## src/rtl/pipelined_addsub.sv

```systemverilog
// pipelined_addsub: valid/ready add/subtract unit whose carry chain is cut
// into STAGES equal chunks with a register between chunks. The final stage
// registers the full sum together with the carry, overflow, zero and
// negative flags.
module pipelined_addsub #(
   parameter int unsigned WIDTH  = 32,
   parameter int unsigned STAGES = 2
) (
   input  logic             clk,
   input  logic             rst_n,
   input  logic             in_valid,
   output logic             in_ready,
   input  logic [WIDTH-1:0] a,
   input  logic [WIDTH-1:0] b,
   input  logic             sub,
   input  logic             cin,
   output logic             out_valid,
   input  logic             out_ready,
   output logic [WIDTH-1:0] sum,
   output logic             cout,
   output logic             ovf,
   output logic             zero,
   output logic             neg
);

   localparam int unsigned CW   = WIDTH / STAGES;
   localparam int unsigned LAST = STAGES - 1;

   // per-stage registers: operands (upper chunks still pending), partial sum, carry, valid
   logic [WIDTH-1:0]  a_q [STAGES];
   logic [WIDTH-1:0]  b_q [STAGES];
   logic [WIDTH-1:0]  s_q [STAGES];
   logic              c_q [STAGES];
   logic [STAGES-1:0] v_q;
   logic              ovf_q;
   logic              zero_q;
   logic              neg_q;

   // next-state values produced by each stage's chunk adder
   logic [WIDTH-1:0]  nxt_a [STAGES];
   logic [WIDTH-1:0]  nxt_b [STAGES];
   logic [WIDTH-1:0]  nxt_s [STAGES];
   logic              nxt_c [STAGES];
   logic [STAGES-1:0] src_v;
   logic [STAGES-1:0] ld;
   logic              nxt_ovf;

   // load enables, resolved from the output back toward the input
   always_comb begin
      logic drain;
      drain = out_ready;
      ld    = '0;
      for (int unsigned i = 0; i < STAGES; i++) begin
         ld[LAST-i] = !v_q[LAST-i] || drain;
         drain      = ld[LAST-i];
      end
   end

   assign in_ready = rst_n && ld[0];

   // chunk adders: stage 0 conditions the raw operands, later stages consume the previous stage's registers
   always_comb begin
      logic [WIDTH-1:0] sa;
      logic [WIDTH-1:0] sb;
      logic [WIDTH-1:0] ss;
      logic             sc;
      logic [CW:0]      t;
      sa      = '0;
      sb      = '0;
      ss      = '0;
      sc      = 1'b0;
      t       = '0;
      src_v   = '0;
      nxt_ovf = 1'b0;
      for (int unsigned k = 0; k < STAGES; k++) begin
         if (k == 0) begin
            src_v[k] = in_valid && in_ready;
            sa       = a;
            sb       = sub ? ~b : b;
            ss       = '0;
            sc       = cin ^ sub;
         end else begin
            src_v[k] = v_q[k-1];
            sa       = a_q[k-1];
            sb       = b_q[k-1];
            ss       = s_q[k-1];
            sc       = c_q[k-1];
         end
         t = {1'b0, sa[k*CW +: CW]} + {1'b0, sb[k*CW +: CW]} + {{CW{1'b0}}, sc};
         nxt_a[k]              = sa;
         nxt_b[k]              = sb;
         nxt_s[k]              = ss;
         nxt_s[k][k*CW +: CW]  = t[CW-1:0];
         nxt_c[k]              = t[CW];
      end
      // operands of equal sign producing a result of the other sign; equals carry-in(MSB) ^ carry-out(MSB)
      nxt_ovf = (sa[WIDTH-1] == sb[WIDTH-1]) && (nxt_s[LAST][WIDTH-1] != sa[WIDTH-1]);
   end

   // pipeline registers; a stage only captures data when a valid operation moves into it
   always_ff @(posedge clk) begin
      if (!rst_n) begin
         for (int unsigned k = 0; k < STAGES; k++) begin
            a_q[k] <= '0;
            b_q[k] <= '0;
            s_q[k] <= '0;
            c_q[k] <= 1'b0;
         end
         v_q    <= '0;
         ovf_q  <= 1'b0;
         zero_q <= 1'b1;
         neg_q  <= 1'b0;
      end else begin
         for (int unsigned k = 0; k < STAGES; k++) begin
            if (ld[k]) begin
               v_q[k] <= src_v[k];
               if (src_v[k]) begin
                  a_q[k] <= nxt_a[k];
                  b_q[k] <= nxt_b[k];
                  s_q[k] <= nxt_s[k];
                  c_q[k] <= nxt_c[k];
               end
            end
         end
         if (ld[LAST] && src_v[LAST]) begin
            ovf_q  <= nxt_ovf;
            zero_q <= (nxt_s[LAST] == '0);
            neg_q  <= nxt_s[LAST][WIDTH-1];
         end
      end
   end

   assign out_valid = v_q[LAST];
   assign sum       = s_q[LAST];
   assign cout      = c_q[LAST];
   assign ovf       = ovf_q;
   assign zero      = zero_q;
   assign neg       = neg_q;

endmodule

```

## config.mk

```make
export PLATFORM = sky130hd
export DESIGN_NAME = pipelined_addsub
export DESIGN_NICKNAME = d
export VERILOG_FILES = /design/src/rtl/pipelined_addsub.sv
export SDC_FILE = /design/constraint.sdc
export NUM_CORES = 1
export LEC_CHECK = 0
export BUFFER_PORTS_ARGS = -buffer_cell sky130_fd_sc_hd__buf_2
export CELL_PAD_IN_SITES_DETAIL_PLACEMENT = 0
export CELL_PAD_IN_SITES_GLOBAL_PLACEMENT = 1
export CORE_MARGIN = 2
export CORE_UTILIZATION = 43
export CTS_BUF_LIST = sky130_fd_sc_hd__clkbuf_16
export DETAILED_ROUTE_END_ITERATION = 6
export PLACE_DENSITY_LB_ADDON = 0.1
export SYNTH_ARGS = -nofsm -noshare
export SYNTH_HDL_FRONTEND = slang
export SYNTH_SLANG_ARGS = --single-unit
```

## constraint.sdc

```tcl
create_clock -name clk -period 5.5 [get_ports clk]
set_input_delay 1.1 -clock clk [delete_from_list [all_inputs] [get_ports clk]]
set_output_delay 1.1 -clock clk [all_outputs]
set_load 0.01 [all_outputs]
```

* Yosys cells after proc, flatten, opt, wreduce, memory -nomap -nowiden
Memory sizes are Yosys's and may differ from the RTL's.
Cells that the tools add are included.
** Word-level totals
- Register bits after elaboration :: 5
- Output and inout port bits :: 38
- Memory bits (writable) :: 194
- Bits in read-only memories :: 0
- Memories :: 4
- Input bits :: 70
- Latch bits :: 0
- Logic and storage cells :: 52
** Memories
- a_q :: words 2, width 32, read ports 1, clocked after Yosys merged registers in 0, wr ports 2, RTL line 30 : logic [WIDTH-1:0] a_q [STAGES];
- b_q :: words 2, width 32, read ports 1, clocked after Yosys merged registers in 0, wr ports 2, RTL line 31 : logic [WIDTH-1:0] b_q [STAGES];
- s_q :: words 2, width 32, read ports 2, clocked after Yosys merged registers in 0, wr ports 2, RTL line 32 : logic [WIDTH-1:0] s_q [STAGES];
- c_q :: words 2, width 1, read ports 2, clocked after Yosys merged registers in 0, wr ports 2, RTL line 33 : logic c_q [STAGES];
** Cells by class
- Muxes and demuxes :: 18
- Reduce and logical (&&, ||, !) cells :: 9
- Div/mod/pow operators :: 0
- Shift-type cells :: 0
- $lt $le $gt $ge :: 0
- Bitwise gates (word level) :: 10
- Eq/ne operators :: 2
- Multipliers :: 0
- $add $sub $neg :: 4
** Operators by type and width (count)
- $mux 32 :: 7
- $add 16x16->17 :: 2
- $add 17x1->17 :: 2
- $logic_not 32->1 :: 1
- $not 32->32 :: 1
- $mux 1 :: 11
- $or 1x1->1 :: 8
- $logic_and 1x1->1 :: 4
- $logic_not 1->1 :: 2
- $logic_or 1x1->1 :: 2
- $eq 1x1->1 :: 1
- $ne 1x1->1 :: 1
- $xor 1x1->1 :: 1

* Logic depth before layout (Yosys ltp)
Gate-level depths: netlist of run 1.
- Depth in word-level cells :: 10
- Depth in mapped cells :: 12

* Worst setup path before layout of run 1
Ideal clock, no wire load.
- Path type :: input -> register
- Start :: in sub
- End :: mem c_q[0][0] (data pin)
- Setup slack :: 1.235 ns
- Cell stages on the path :: 12
- Arrival time :: 4.009 ns
- Data required time :: 5.244 ns
- Buffers on the path :: 2
- Cell sequence :: clkbuf_1 > clkbuf_1 > xor2_1 > fa_1 > fa_1 > a211oi_1 > o21ai_0 > a21boi_0 > o21ai_0 > a41oi_1 > o21ai_0 > o211a_1
** RTL lines
- from (decl) :: RTL line 15 : input logic sub,
- to (decl) :: RTL line 33

==> results of run 1 <==
==> power breakdown <==
part | internal, mW | switching [mW]
clock | 0.344 | 0.233
sequential | 0.810 | 0.0244
combinational | 0.183 | 0.247
total | 1.34 | 0.505
==> metal layers <==
metal / share of wire [%] / GRT usage, % / wire (µm) / up-vias
met2: 45 / 25.7 / 4520 / 88
li1: - / - / - / 1786
met5: 0 / 0 / 0 / -
met4: 1.4 / 5.50 / 145 / 0
met3: 4.1 / 2.90 / 416 / 11
met1: 50 / 24.3 / 5000 / 1625
==> metrics by stage <==
step	cells	utilization, %	hold WS [ps]
final	691	52.2	488
after global routing	691	52.2	509
after CTS	691	52.2	488
after detailed placement	675	49.7	478
after global placement	675	49.7	466
after floorplan	435	-	487
==> layout make-up <==
cell class | count | area (µm²) | area share (%)
well taps | 143 | 179 | 3.04
flip-flops and latches | 87 | 2560 | 43.5
multi-input cells | 326 | 2260 | 38.4
inverters | 7 | 26.3 | 0.447
repair buffers | 112 | 573 | 9.74
clock buffers | 9 | 225 | 3.83
clock inverters | 7 | 56.3 | 0.957
==> worst max path at each step <==
stage | from | end | slack [ps] | cells past startpoint
floorplan | sub | c_q[0][0] | 1240 | 12
CTS | sub | c_q[0][0] | 1410 | 11
global route | sub | c_q[0][0] | 1110 | 11
global placement | sub | c_q[0][0] | 1150 | 11
finish | sub | c_q[0][0] | 1410 | 11
detailed placement | sub | c_q[0][0] | 1050 | 11
==> placed cells by master (no fill, tap or decap), drive strengths merged, types with 5 or more instances in the layout <==
cell	Yosys	final
nor3	12	12
a21o	7	7
o21ai	21	21
edfxtp	82	82
and2	41	41
nand3	8	8
nand2	14	14
dfxtp	5	5
a211oi	5	5
xnor2	23	23
ha	30	30
xor2	31	31
buf	4	112
nor2	57	57
clkbuf	11	9
inv	7	9
a21oi	22	22
==> sequential cells by signal, summed over array words and instances, names as in the netlist <==
signal  flops
s_q        48
a_q        16
b_q        16
c_q         2
v_q         2
neg         1
ovf         1
zero        1
==> logic make-up (layout without fill, tap and decap cells) <==
group	after synthesis	count (layout)	synth area share, %
buffers and inverters	22	135	1.86
DFF	87	87	52.2
xor gates and xnor gates	54	54	9.63
muxes	2	2	0.408
AOI/OAI and AO/OA	80	80	10.6
and+or+nand+nor	156	156	16.0
adders and majority gates	34	34	9.28
==> tightest hold or removal path: stages, from the launching register on <==
cell     delay [ps]
dfxtp_1         320
nand3_1          70
o41ai_1          60
==> flow_summary.json, run 1 <==
{
  "clk_path_buf_depth": 2,
  "portBuffers": 107,
  "dr_total_vias": 3510,
  "yosysWarnings": 0,
  "min_path_cells": 2,
  "clock-root-buffer": "clkbuf_16",
  "drc_errors": 0,
  "synth_edf_count": 82,
  "holdBufCountCts": 0,
  "cp_slowest_stage_delay_ps": 460,
  "r2r_slack_ps": 2420,
  "gp_congestion": 0.860,
  "p_leak_nw": 2.53,
  "viasPerCell": 5.08,
  "skew_ps": 6.05,
  "avgSynthCellArea_um2": 11.3,
  "postLayoutCellArea_mm2": 0.00588,
  "cp-end-kind": "flip-flop",
  "async_flop_share_pct": 0,
  "crit_buf_inv": 1,
  "cp_max_fo": 17,
  "antenna_found_initial": 0,
  "n_fill_cell": 1000,
  "reg2regPathDepth": 9,
  "die-area_mm2": 0.0123,
  "synth_nets": 539,
  "ant_nets": 0,
  "yosys-top-cells-count": "edfxtp_1, nor2_1, and2_1",
  "clkSinkCount": 87,
  "power_density_mw_per_mm2": 313,
  "r2r_start": "b_q[0][16]",
  "post_drt_wl_per_cell_um": 14.6,
  "worst_slew_pin_slew_ps": 641,
  "cp-start-kind": "primary input",
  "synth_seq_cells": 87,
  "fp.dieW_um": 111,
  "globalRoute.totalOverflow": 0,
  "clk_pin_slew_ps": 60,
  "ir_drop_v": 0.000161,
  "synth_cells": 435,
  "slew_viol_final": 0,
  "yosysTopAreaCell": "edfxtp_1",
  "worst_ep_required_time_ps": 5590,
  "netlist.area_leader.share_pct": 50.2,
  "min_period_ps": 4090,
  "cts_tree": "yes",
  "status": "finished clean",
  "yosysMostFrequentCell": "edfxtp_1",
  "seq_area_frac_synth_pct": 52.2,
  "hold_end": "ovf",
  "ys.flop_type": "edfxtp_1",
  "setup_tns_ps": 0,
  "dpl_cell_area_mm2": 0.00560,
  "cp_slowest_cell": "fa_1",
  "coreArea_mm2": 0.0113,
  "htree_levels": 3,
  "cp_common_cell": "o21ai_0",
  "crit_chain": "buf_2 > xor2_1 > fa_1 > fa_1 > a211oi_1 > o21ai_0 > a21boi_0 > o21ai_0 > a41oi_1 > o21ai_0 > o211a_1",
  "hold_violations": 0,
  "start_util_pct": 43.6,
  "drt_iter0_drc": 194,
  "grt_pass1_wl_mm": 16.3,
  "fp-row-count": 39,
  "syn_area_mm2": 0.00491,
  "min_path_type": "reg -> reg",
  "setup_slack_ps": 1410,
  "insertion_delay_ps": 330,
  "setup_violations": 0,
  "fmax_ghz": 0.244,
  "layout-area-overhead-vs-synth_pct": 19.9,
  "cts_buffers": 9,
  "io_pins": 108,
  "wirelength_mm": 10.1,
  "p_total_mw": 1.84,
  "dpl_worst_slack_ps": 1050,
  "min_from": "ovf",
  "rsz0062_at_grt": "false",
  "antenna_cells": 0,
  "dr.pass1.iters": 4,
  "first_global_vias": 3342,
  "hpwl_mm": 7.30,
  "crit_type": "in -> reg",
  "drv_cap": 0,
  "rr_endpoint": "zero",
  "grt_start_max_net_pins": 50,
  "yosysUniqueCellTypes": 50,
  "cts_setup_buffers": 0,
  "crit_arrival_ps": 4180,
  "grtUsageTotal_pct": 16.8,
  "fin_crit_sh_pct": 74.4,
  "cp_top_family": "compound AO/OA/AOI/OAI gates",
  "synth_area_leaders": "edfxtp_1, ha_1, xor2_1, and2_1, nor2_1",
  "die_h_um": 111,
  "ctsResizeCount": 0,
  "drive_gt1_share_pct": 24.3,
  "slew_headroom_pct": 57.3,
  "final_nets": 647
}
(Power assumes the default switching activity.)
==> run 2: changes to the inputs <==
Settings changed: CORE_UTILIZATION 43 to 39.
Clock period 5.5 ns to 3.3 ns, I/O delays scaled along.
==> run 2 against run 1 <==
Worst setup slack got worse by 1200 ps; count of clock-buffer cells in the layout stayed put; clock skew rose by 1.8 ps; flip-flop and latch count did not move; critical endpoint is now zero; non-clock buffer count grew 3; power rose by 77%; core utilization fell by 2.7 points; worst hold slack improved by 1.4 ps; largest power group unchanged; clock power up 98%.
==> flow_summary.json, run 2 (same netlist as run 1, synthesis figures left out) <==
{
  "portBuffers": 107,
  "post_drt_wl_per_cell_um": 14.3,
  "min_from": "zero",
  "coreArea_mm2": 0.0122,
  "cp_slowest_cell": "or4b_1",
  "gp_congestion": 0.899,
  "hold_end": "zero",
  "cp-start-kind": "flip-flop",
  "drive_gt1_share_pct": 25.8,
  "final_cells": 718,
  "cp_max_fo": 3,
  "start_util_pct": 40.4,
  "min_path_type": "reg -> reg",
  "cts_tree": "yes",
  "worst_slew_pin_slew_ps": 884,
  "cts_setup_buffers": 0,
  "final_nets": 650,
  "min_period_ps": 3100,
  "hpwl_mm": 7.89,
  "htree_levels": 3,
  "io_pins": 108,
  "reg2regPathDepth": 9,
  "power_density_mw_per_mm2": 543,
  "wirelength_mm": 10.3,
  "final_common_cell": "buf_2",
  "viasPerCell": 4.86,
  "max_flop_register": "s_q",
  "ir_drop_v": 0.000243,
  "crit_arrival_ps": 3350,
  "dpl_worst_slack_ps": -125,
  "slew_headroom_pct": 41.0,
  "clk_pin_slew_ps": 60,
  "antenna_found_initial": 0,
  "clkSinkCount": 87,
  "cp-end-kind": "flip-flop",
  "skew_ps": 7.82,
  "layout-area-overhead-vs-synth_pct": 22.6,
  "cts_buffers": 9,
  "crit_type": "reg -> reg",
  "die-area_mm2": 0.0135,
  "setup_slack_ps": 202,
  "status": "finished clean",
  "hold_violations": 0,
  "setup_violations": 0,
  "fp-row-count": 40,
  "drc_errors": 0,
  "antenna_cells": 0,
  "cp_slowest_stage_delay_ps": 560,
  "rsz0062_at_grt": "false",
  "worst_ep_required_time_ps": 3550,
  "largest_reg_flops": 48,
  "dr.pass1.iters": 4,
  "die_h_um": 116,
  "first_global_vias": 3357,
  "fp.dieW_um": 116,
  "fin_crit_sh_pct": 93.9,
  "ant_nets": 0,
  "crit_chain": "fa_1 > fa_1 > a211oi_1 > o21ai_0 > nand3_1 > a211oi_1 > xor2_1 > or4b_1 > o31ai_2",
  "place_inst": 703,
  "drt_iter0_drc": 188,
  "grt_pass1_wl_mm": 16.4,
  "rr_endpoint": "zero",
  "p_leak_nw": 2.57,
  "drv_cap": 0,
  "fmax_ghz": 0.323,
  "r2r_start": "b_q[0][16]",
  "mostFrequentLayoutCells": "buf_2, edfxtp_1, nor2_1, and2_1, xor2_1",
  "grt_start_max_net_pins": 40,
  "clock-root-buffer": "clkbuf_16",
  "r2r_slack_ps": 200,
  "grtUsageTotal_pct": 16.0,
  "globalRoute.totalOverflow": 0,
  "utilization_pct": 49.5,
  "clk_path_buf_depth": 2,
  "insertion_delay_ps": 340,
  "dr_total_vias": 3492,
  "min_path_cells": 2,
  "hold_ws_ps": 489,
  "slew_viol_final": 0,
  "setup_tns_ps": 0,
  "largestRegisters": "s_q (48), a_q (16), b_q (16)"
}
[run 2: changes by cell type in the layout (fill, tap and decap cells not counted)]
cell       delta
fa_2          +1
clkinv_1      -3
a211oi_2      +1
a211oi_1      -1
fa_1          -1
buf_4         +2
a41oi_2       +1
inv_6         +1
bufinv_16     +2
a21boi_0      -1
inv_1         -1
buf_12        +1
a21boi_1      +1
a41oi_1       -1
[run 2: how the worst max path moves through the flow]
stage	start	end	slack (ps)	cells past startpoint
4_1_cts	sub	c_q[0][0]	210	11
2_1_floorplan	sub	c_q[0][0]	30	12
3_3_place_gp	sub	c_q[0][0]	-50	11
6_report	b_q[0][16]	zero	200	9
3_5_place_dp	sub	c_q[0][0]	-120	11
5_1_grt	b_q[0][16]	zero	30	9
[run 2: power by group]
group          total [mW]  internal [mW]  leakage (nW)  switching, mW
clock                1.14          0.735         0.163          0.402
sequential           1.39           1.35         0.909         0.0440
combinational       0.735          0.316          1.50          0.419
[run 2: cell type report]
cell class,instances,area [µm²]
fill,1160,6140
sequential,87,2560
multi-input combinational,326,2280
timing repair buffer,115,608
clock buffer,9,225
tap,168,210
clock inverter,6,110
inverter,7,26.3
[run 2: what timing repair did]
action,in CTS,in global routing
setup endpoints to repair,0,1
gates resized for setup,0,1
hold endpoints to repair,0,0
hold buffers,0,0
[run 2: per-layer routing]
| metal | share of wire (%) | wire (µm) | track usage [%] | vias to the layer above |
|---|---|---|---|---|
| met1 | 49 | 5090 | 23.0 | 1608 |
| met2 | 44 | 4570 | 23.9 | 82 |
| li1 | - | - | - | 1788 |
| met4 | 2.1 | 221 | 7.54 | 0 |
| met5 | 0 | 0 | 0 | - |
| met3 | 3.9 | 400 | 2.44 | 14 |
[run 2: critical path, delay by kind of cell (launching register included)]
kind                       cells  cell delay (ps)
AOI/OAI and AO/OA              4              780
and+or+nand+nor                2              710
adders and majority gates      2              960
DFF                            1              390
xor gates and xnor gates       1              170
[run 2: through the flow]
| step | total power, mW | instance area (µm²) |
|---|---|---|
| 2_1_floorplan | 1.92 | 4930 |
| 3_3_place_gp | 2.15 | 5680 |
| 3_5_place_dp | 2.15 | 5680 |
| 4_1_cts | 3.29 | 6010 |
| 5_1_grt | 3.44 | 6020 |
| 6_report | 3.27 | 6020 |
